$ cat src/rtl/id_exe_pipe_reg.sv
`default_nettype none
// ============================================================================
// Module      : id_exe_pipe_reg
// Description : ID->EXE pipeline register with freeze, flush and bubble support.
// Revision    : 1.0 - initial release
// ============================================================================
module id_exe_pipe_reg #(
    parameter int DATA_W = 32,
    parameter int REG_W  = 4
) (
    input  logic              clk,
    input  logic              rst,
    input  logic              freeze,
    input  logic              flush,
    input  logic              id_valid,
    input  logic              id_wb_en,
    input  logic              id_mem_r_en,
    input  logic              id_mem_w_en,
    input  logic              id_b,
    input  logic              id_s,
    input  logic [3:0]        id_exe_cmd,
    input  logic [DATA_W-1:0] id_pc,
    input  logic [DATA_W-1:0] id_val_rn,
    input  logic [DATA_W-1:0] id_val_rm,
    input  logic              id_imm,
    input  logic [11:0]       id_shift_operand,
    input  logic [23:0]       id_signed_imm_24,
    input  logic [REG_W-1:0]  id_dest,
    input  logic [REG_W-1:0]  id_src1,
    input  logic [REG_W-1:0]  id_src2,
    input  logic [3:0]        id_sr,
    output logic              exe_valid,
    output logic              exe_wb_en,
    output logic              exe_mem_r_en,
    output logic              exe_mem_w_en,
    output logic              exe_b,
    output logic              exe_s,
    output logic [3:0]        exe_exe_cmd,
    output logic [DATA_W-1:0] exe_pc,
    output logic [DATA_W-1:0] exe_val_rn,
    output logic [DATA_W-1:0] exe_val_rm,
    output logic              exe_imm,
    output logic [11:0]       exe_shift_operand,
    output logic [23:0]       exe_signed_imm_24,
    output logic [REG_W-1:0]  exe_dest,
    output logic [REG_W-1:0]  exe_src1,
    output logic [REG_W-1:0]  exe_src2,
    output logic [3:0]        exe_sr
);

    typedef struct packed {
        logic              valid;
        logic              wb_en;
        logic              mem_r_en;
        logic              mem_w_en;
        logic              b;
        logic              s;
        logic [3:0]        exe_cmd;
        logic [DATA_W-1:0] pc;
        logic [DATA_W-1:0] val_rn;
        logic [DATA_W-1:0] val_rm;
        logic              imm;
        logic [11:0]       shift_operand;
        logic [23:0]       signed_imm_24;
        logic [REG_W-1:0]  dest;
        logic [REG_W-1:0]  src1;
        logic [REG_W-1:0]  src2;
        logic [3:0]        sr;
    } stage_t;

    stage_t stage_d;
    stage_t stage_q;

    // Freeze holds everything; flush zeroes the whole stage so bubble contents are deterministic.
    always_comb begin
        stage_d = stage_q;
        if (!freeze) begin
            if (flush) begin
                stage_d = '0;
            end else begin
                stage_d.valid         = id_valid;
                stage_d.wb_en         = id_wb_en    & id_valid;
                stage_d.mem_r_en      = id_mem_r_en & id_valid;
                stage_d.mem_w_en      = id_mem_w_en & id_valid;
                stage_d.b             = id_b        & id_valid;
                stage_d.s             = id_s        & id_valid;
                stage_d.exe_cmd       = id_exe_cmd;
                stage_d.pc            = id_pc;
                stage_d.val_rn        = id_val_rn;
                stage_d.val_rm        = id_val_rm;
                stage_d.imm           = id_imm;
                stage_d.shift_operand = id_shift_operand;
                stage_d.signed_imm_24 = id_signed_imm_24;
                stage_d.dest          = id_dest;
                stage_d.src1          = id_src1;
                stage_d.src2          = id_src2;
                stage_d.sr            = id_sr;
            end
        end
    end

    always_ff @(posedge clk or negedge rst) begin
        if (!rst) begin
            stage_q <= '0;
        end else begin
            stage_q <= stage_d;
        end
    end

    assign exe_valid         = stage_q.valid;
    assign exe_wb_en         = stage_q.wb_en;
    assign exe_mem_r_en      = stage_q.mem_r_en;
    assign exe_mem_w_en      = stage_q.mem_w_en;
    assign exe_b             = stage_q.b;
    assign exe_s             = stage_q.s;
    assign exe_exe_cmd       = stage_q.exe_cmd;
    assign exe_pc            = stage_q.pc;
    assign exe_val_rn        = stage_q.val_rn;
    assign exe_val_rm        = stage_q.val_rm;
    assign exe_imm           = stage_q.imm;
    assign exe_shift_operand = stage_q.shift_operand;
    assign exe_signed_imm_24 = stage_q.signed_imm_24;
    assign exe_dest          = stage_q.dest;
    assign exe_src1          = stage_q.src1;
    assign exe_src2          = stage_q.src2;
    assign exe_sr            = stage_q.sr;

endmodule
`default_nettype wire

$ cat config.mk
export PLATFORM = sky130hd
export DESIGN_NAME = id_exe_pipe_reg
export DESIGN_NICKNAME = d
export VERILOG_FILES = /design/src/rtl/id_exe_pipe_reg.sv
export SDC_FILE = /design/constraint.sdc
export NUM_CORES = 1
export LEC_CHECK = 0
export ABC_AREA = 0
export BUFFER_PORTS_ARGS = -buffer_cell sky130_fd_sc_hd__buf_2
export CORE_MARGIN = 8
export CORE_UTILIZATION = 40
export DETAILED_ROUTE_END_ITERATION = 10
export PLACE_DENSITY = 0.69
export SLEW_MARGIN = 20
export SYNTH_ARGS = -nofsm -noshare
export SYNTH_HDL_FRONTEND = slang
export SYNTH_SLANG_ARGS = --single-unit
$ cat constraint.sdc
create_clock -name clk -period 0.9 [get_ports clk]
set_input_delay 0.27 -clock clk [delete_from_list [all_inputs] [get_ports clk]]
set_output_delay 0.27 -clock clk [all_outputs]
set_load 0.02 [all_outputs]
==> impl_metrics.csv, run 1 <==
group,metric,value,unit
global_route,overflow,0,
logic_synthesis,synth_top_family_by_area,"simple AND/OR/NAND/NOR gates",
detailed_routing,firstDrtPassIters,5,
clock_tree,cts_buffers,17,
finish,multi_input_area,3075,um^2
floorplan,die_area,22970,um^2
logic_synthesis,synthMuxAreaShare,0,%
logic_synthesis,netlist_area,7351,um^2
power_and_ir_drop,peakVddDrop,1.255,mV
floorplan,io-pin-count,322,
detailed_routing,wl_per_cell,17.14,um
detailed_routing,drt_iter0_drc,268,
logic_synthesis,synth_area_per_cell,10.68,um^2
timing,hold_viol,0,
finish,layout-drive-gt1-share,52.88,%
global_route,grt_start_max_net_pins,72,
critical_path,path_buf_inv,1,
global_route,grt_pass1_vias,6421,
clock_tree,ctsHtreeMaxLevel,4,
logic_synthesis,synth_top_area_share,54.13,%
clock_tree,clock_tree.root_cell,"clkbuf_16",
detailed_routing,ant_nets,0,
finish,nets,1243,
critical_path,path_delay_family,"flip-flops",
timing,fin_ws,-0.3586,ns
global_route,grt_use_met3,7.425,%
critical_path,critical_path_class,"reg2out",
power_and_ir_drop,power.density,1725,nW/um^2
outcome,status,"complete, but fails checks",
clock_tree,clockBufferDepth,2,
timing,setup_violations,160,
finish,finish.utilization,63.65,%
critical_path,start_kind,"flop",
logic_synthesis,yosysSeqAreaShare,54.13,%
logic_synthesis,yosysWarningCount,0,
placed_design,hpwl,15730,um
logic_synthesis,yosys-top-cells-area,"dfrtp_1 54%, nand2b_4 11%, nand2b_1 8.3%",
clock_tree,clk_latency,0.42,ns
finish,area_growth,56.09,%
timing,finClkSkew,0,ns
global_route,antenna_found_initial,2,
logic_synthesis,ys.flop_type,"dfrtp_1",
logic_synthesis,yosysTopAreaCell,"dfrtp_1",
placed_design,post_dp_cell_area,9294,um^2
global_route,grt_first_pass_wirelength,34120,um
logic_synthesis,synth_xor_area_share,0,%
finish,final_area,11470,um^2
placed_design,io_buffer_count,321,
floorplan,die_height,151.6,um
placed_design,gp_congestion,0.7496,
global_route,busiest_layer,"met2",
timing,rsz0062_at_grt,"true",
logic_synthesis,async_reset_ff_share,100.0,%
min_path,hold_class,"in2reg",
global_route,gr-usage-met1,22.56,%
logic_synthesis,synth.net_count,851,
timing,worst_pin_slew,0.2906,ns
logic_synthesis,synth_compound_area_share,13.89,%
finish,n_antenna_cell,0,
floorplan,initial_core_util,40.78,%
finish,fillers,1428,
timing,fin_crit,1.259,ns
timing,fmax,794.5,MHz
floorplan,core,18020,um^2
logic_synthesis,synth_edf_count,0,
detailed_routing,vias_per_cell,4.642,
logic_synthesis,ys_types,11,
critical_path,crit_path_max_fanout,2,
clock_tree,clkTransAtPathRegs,0.07,ns
critical_path,crit_required,0.63,ns
critical_path,crit_arrival,0.99,ns
outcome,violations,"setup timing",
critical_path,slowest_delay,0.42,ns
finish,seq_area,3979,um^2
global_route,grtUsageMet2,31.71,%
clock_tree,cts_tree,"built",
critical_path,cp_slowest_cell,"dfrtp_1",
floorplan,row_count,49,
logic_synthesis,syn_inst,688,
critical_path,end_kind,"output pin",
run,maxCapViolCount,0,
logic_synthesis,synthAdderAreaFrac,0,%
global_route,grt_use_total,19.20,%
timing,slew_viol_final,0,
power_and_ir_drop,leakage,5.789,nW
detailed_routing,via_count,6137,
timing,maxSlewHeadroom,80.63,%
clock_tree,clock-sinks,159,
critical_path,crit_chain,"buf_6",
logic_synthesis,ys_ff_latch,159,
logic_synthesis,synth_common_cells,"159 x dfrtp_1, 159 x nand2_1, 98 x nand2b_1",
floorplan,dieWidth,151.6,um
detailed_routing,drcViolationCount,0,
timing,period_share,139.8,%
placed_design,pre_cts_ws,-0.1920,ns
logic_synthesis,yosys.area_share.simple,27.88,%
detailed_routing,wl,22660,um
## power by group
| part | switching [mW] | internal (mW) |
|---|---|---|
| logic | 2.12 | 2.29 |
| registers | 0.436 | 7.70 |
| clock network | 3.01 | 4.25 |
| total | 5.56 | 14.2 |
## worst paths after layout
check                                    start             end  slack [ns]  depth (start not counted)
worst max-delay path                exe_pc[26]      exe_pc[26]       -0.36                          1
worst min-delay path             id_val_rn[25]  exe_val_rn[25]        0.09                          3
worst max register to register           exe_s           exe_s       -0.01                          4
worst min register to register  exe_exe_cmd[1]  exe_exe_cmd[1]        0.50                          2
max in group asynchronous                  rst  exe_val_rn[28]        0.15                          3
min in group asynchronous                  rst      exe_pc[15]        0.29                          2
## per-stage QoR
step,setup TNS (ns),power [mW],instances,hold WS [ns]
after CTS,-55.15,19.83,1282,0.06723
after detailed placement,-17.52,11.53,1212,0.1445
after global routing,-57.55,20.69,1322,0.07393
after global placement,-14.96,11.46,1212,0.1468
after floorplan,-1.788,9.965,688,-0.02559
final,-51.26,19.79,1322,0.08942
## routing by layer
| metal | part of all wire, % | routed length (um) |
|---|---|---|
| met5 | 0.097 | 22 |
| met4 | 1.5 | 334 |
| met3 | 9.9 | 2254 |
| met2 | 49 | 11080 |
| met1 | 40 | 8970 |
## sequential cells by signal (all words and copies together) (netlist names)
register	flops
exe_src1	4
exe_signed_imm_24	24
exe_mem_r_en	1
exe_shift_operand	12
exe_val_rm	32
exe_s	1
exe_b	1
exe_src2	4
exe_pc	32
exe_val_rn	32
exe_mem_w_en	1
exe_valid	1
exe_sr	4
exe_imm	1
exe_dest	4
exe_exe_cmd	4
exe_wb_en	1
## layout make-up
cell class,count,area share (%)
flip-flops and latches,159,34.68
clock buffers,20,3.980
repair buffers,425,30.86
multi-input cells,477,26.80
well taps,229,2.497
clock inverters,12,1.178
## layout by cell type (no fill, tap or decap)
cell type      Yosys  routed
o21ai_2           60      60
dfrtp_1          159     159
clkbuf_1          18       1
clkinvlp_4         0       4
o21ai_1           21      21
inv_6              0       2
bufinv_16          0       2
nand2b_1          98      98
clkinv_4           0       2
nand2_1          159     157
buf_8              0       1
clkbuf_8           0       2
clkbuf_16          0      17
buf_4              3      93
clkinv_2           0       2
buf_12             0      11
dlygate4sd3_1      0       1
nand2b_4          61      61
buf_2             22     159
buf_6              9     160
nand2_2            0       2
o21ai_0           78      78
## repair_timing
item                                   4_1_cts  5_1_grt
endpoints found under the hold margin      159        0
resized for setup                          318        2
setup buffers                               37       40
hold buffers                                 1        0
setup endpoints to repair                  159      159
## logic make-up (layout without fill, tap and decap cells)
group / count (synthesis) / in the layout
buffers and inverters: 52 / 457
DFF: 159 / 159
AOI/OAI and AO/OA: 159 / 159
and+or+nand+nor: 318 / 318
(Power assumes the default switching activity.)
==> inputs of run 2 (changes only) <==
--- a/config.mk
+++ b/config.mk
@@ -13,3 +13,3 @@
 export PLACE_DENSITY = 0.69
-export SLEW_MARGIN = 20
+export RECOVER_POWER = 100
 export SYNTH_ARGS = -nofsm -noshare
--- a/constraint.sdc
+++ b/constraint.sdc
@@ -3,2 +3,2 @@
 set_output_delay 0.27 -clock clk [all_outputs]
-set_load 0.02 [all_outputs]
+set_load 0.01 [all_outputs]
==> impl_metrics.csv, run 2 (same netlist as run 1, synthesis figures left out) <==
group,metric,value,unit
outcome,status,"complete, but fails checks",
outcome,violations,"setup timing",
timing,worst_pin_slew,0.5116,ns
global_route,antenna_found_initial,2,
min_path,hold_class,"in2reg",
floorplan,row_count,49,
run,maxCapViolCount,0,
detailed_routing,drcViolationCount,0,
timing,rsz0062_at_grt,"true",
global_route,grt_start_max_net_pins,64,
placed_design,pre_cts_ws,-0.2668,ns
timing,finClkSkew,0,ns
critical_path,end_kind,"output pin",
floorplan,core,18020,um^2
critical_path,crit_chain,"buf_2",
finish,area_growth,49.19,%
finish,layout-drive-gt1-share,50.99,%
critical_path,crit_arrival,0.98,ns
power_and_ir_drop,clkPwrFrac,36.4,%
critical_path,slowest_delay,0.41,ns
timing,slew_viol_final,0,
critical_path,crit_required,0.63,ns
critical_path,path_buf_inv,1,
critical_path,critical_path_class,"reg2out",
clock_tree,clock_tree.root_cell,"clkbuf_16",
detailed_routing,firstDrtPassIters,4,
power_and_ir_drop,pwr-share-seq,44.0,%
timing,setup_tns,-51.22,ns
timing,fin_ws,-0.3507,ns
clock_tree,cts_tree,"built",
detailed_routing,wl,21950,um
clock_tree,ctsHtreeMaxLevel,4,
power_and_ir_drop,peakVddDrop,1.230,mV
detailed_routing,ant_nets,0,
detailed_routing,via_count,6150,
finish,final_area,10970,um^2
power_and_ir_drop,p_switching,5.087,mW
power_and_ir_drop,p_int,13.24,mW
global_route,grt_first_pass_wirelength,32390,um
finish,finish.utilization,60.84,%
power_and_ir_drop,swShare,27.76,%
finish,final_cell_mix,"242 x buf_2, 159 x dfrtp_1, 153 x nand2_1, 122 x o21ai_0, 101 x nand2b_1",
floorplan,io-pin-count,322,
critical_path,crit_path_max_fanout,2,
placed_design,hpwl,15600,um
timing,period_share,139.0,%
clock_tree,clkTransAtPathRegs,0.07,ns
floorplan,dieWidth,151.6,um
global_route,overflow,0,
clock_tree,clock-sinks,159,
clock_tree,clockBufferDepth,2,
critical_path,path_delay_family,"flip-flops",
timing,setup_violations,207,
finish,mostFrequentLayoutCell,"buf_2",
timing,maxSlewHeadroom,65.89,%
timing,fmax,799.5,MHz
power_and_ir_drop,total_power,18.33,mW
critical_path,start_kind,"flop",
finish,nets,1266,
finish,n_antenna_cell,0,
clock_tree,cts_buffers,17,
critical_path,cp_slowest_cell,"dfrtp_1",
global_route,grt_pass1_vias,6255,
placed_design,gp_congestion,0.7772,
detailed_routing,vias_per_cell,4.572,
power_and_ir_drop,leakage,5.713,nW
placed_design,io_buffer_count,321,
timing,hold_viol,0,
global_route,grt_use_total,17.99,%
clock_tree,clk_latency,0.42,ns
timing,fin_crit,1.251,ns
floorplan,initial_core_util,40.78,%
floorplan,die_height,151.6,um
power_and_ir_drop,power.density,1671,nW/um^2
power_and_ir_drop,comb_power_share,19.7,%
floorplan,die_area,22970,um^2
detailed_routing,drt_iter0_drc,199,
placed_design,post_dp_cell_area,9497,um^2
detailed_routing,wl_per_cell,16.32,um
## run 2: cell types whose count changed in the layout (fill, tap and decap cells not counted), moves of 20 or more
cell      before  now
buf_6        160   77
o21ai_0       78  122
clkbuf_4       0   36
buf_4         93   73
o21ai_2       60   28
buf_2        159  242
## run 2: power groups by stage
stage | logic, mW | clock network, mW | registers (mW)
detailed placement | 3.07 | 0 | 8.11
finish | 3.61 | 6.66 | 8.05
global route | 3.94 | 7.12 | 8.11
global placement | 3.02 | 0 | 8.10
floorplan | 1.18 | 0 | 8.37
CTS | 3.42 | 6.81 | 8.02
## run 2: what timing repair did
item,CTS,global route
hold buffers,1,0
setup endpoints to repair,159,159
resized for setup,51,46
hold endpoints to repair,12,0
buffers inserted,34,49
## run 2: metal layers
layer | share of wire, % | global-route usage [%] | wire (um)
met2 | 48 | 29.53 | 10580
met4 | 1.3 | 4.753 | 277
met3 | 11 | 8.019 | 2453
met1 | 39 | 21.08 | 8618
met5 | 0.096 | 0 | 21
## run 2: final cells by class
class	count	area, um^2
fillers	1532	7058
flip-flops and latches	159	3979
repair buffers	448	3221
multi-input cells	477	2943
clock buffers	18	429.2
well taps	229	286.5
clock inverters	14	108.9
## run 2: final timing paths
kind	start	end	slack, ns	cells past startpoint
max	exe_signed_imm_24[0]	exe_signed_imm_24[0]	-0.35	1
min	id_val_rm[3]	exe_val_rm[3]	0.09	3
max reg2reg	exe_signed_imm_24[2]	exe_signed_imm_24[2]	-0.01	4
min reg2reg	exe_val_rm[31]	exe_val_rm[31]	0.48	2
max in group asynchronous	rst	exe_val_rm[28]	-0.04	3
min in group asynchronous	rst	exe_val_rm[3]	0.40	2
## run 2: through the flow
stage,hold WS (ns),instances
6_report,0.08978,1345
5_1_grt,0.08169,1345
4_1_cts,0.06793,1296
3_5_place_dp,0.1906,1229
3_3_place_gp,0.1914,1229
2_1_floorplan,-0.02559,688
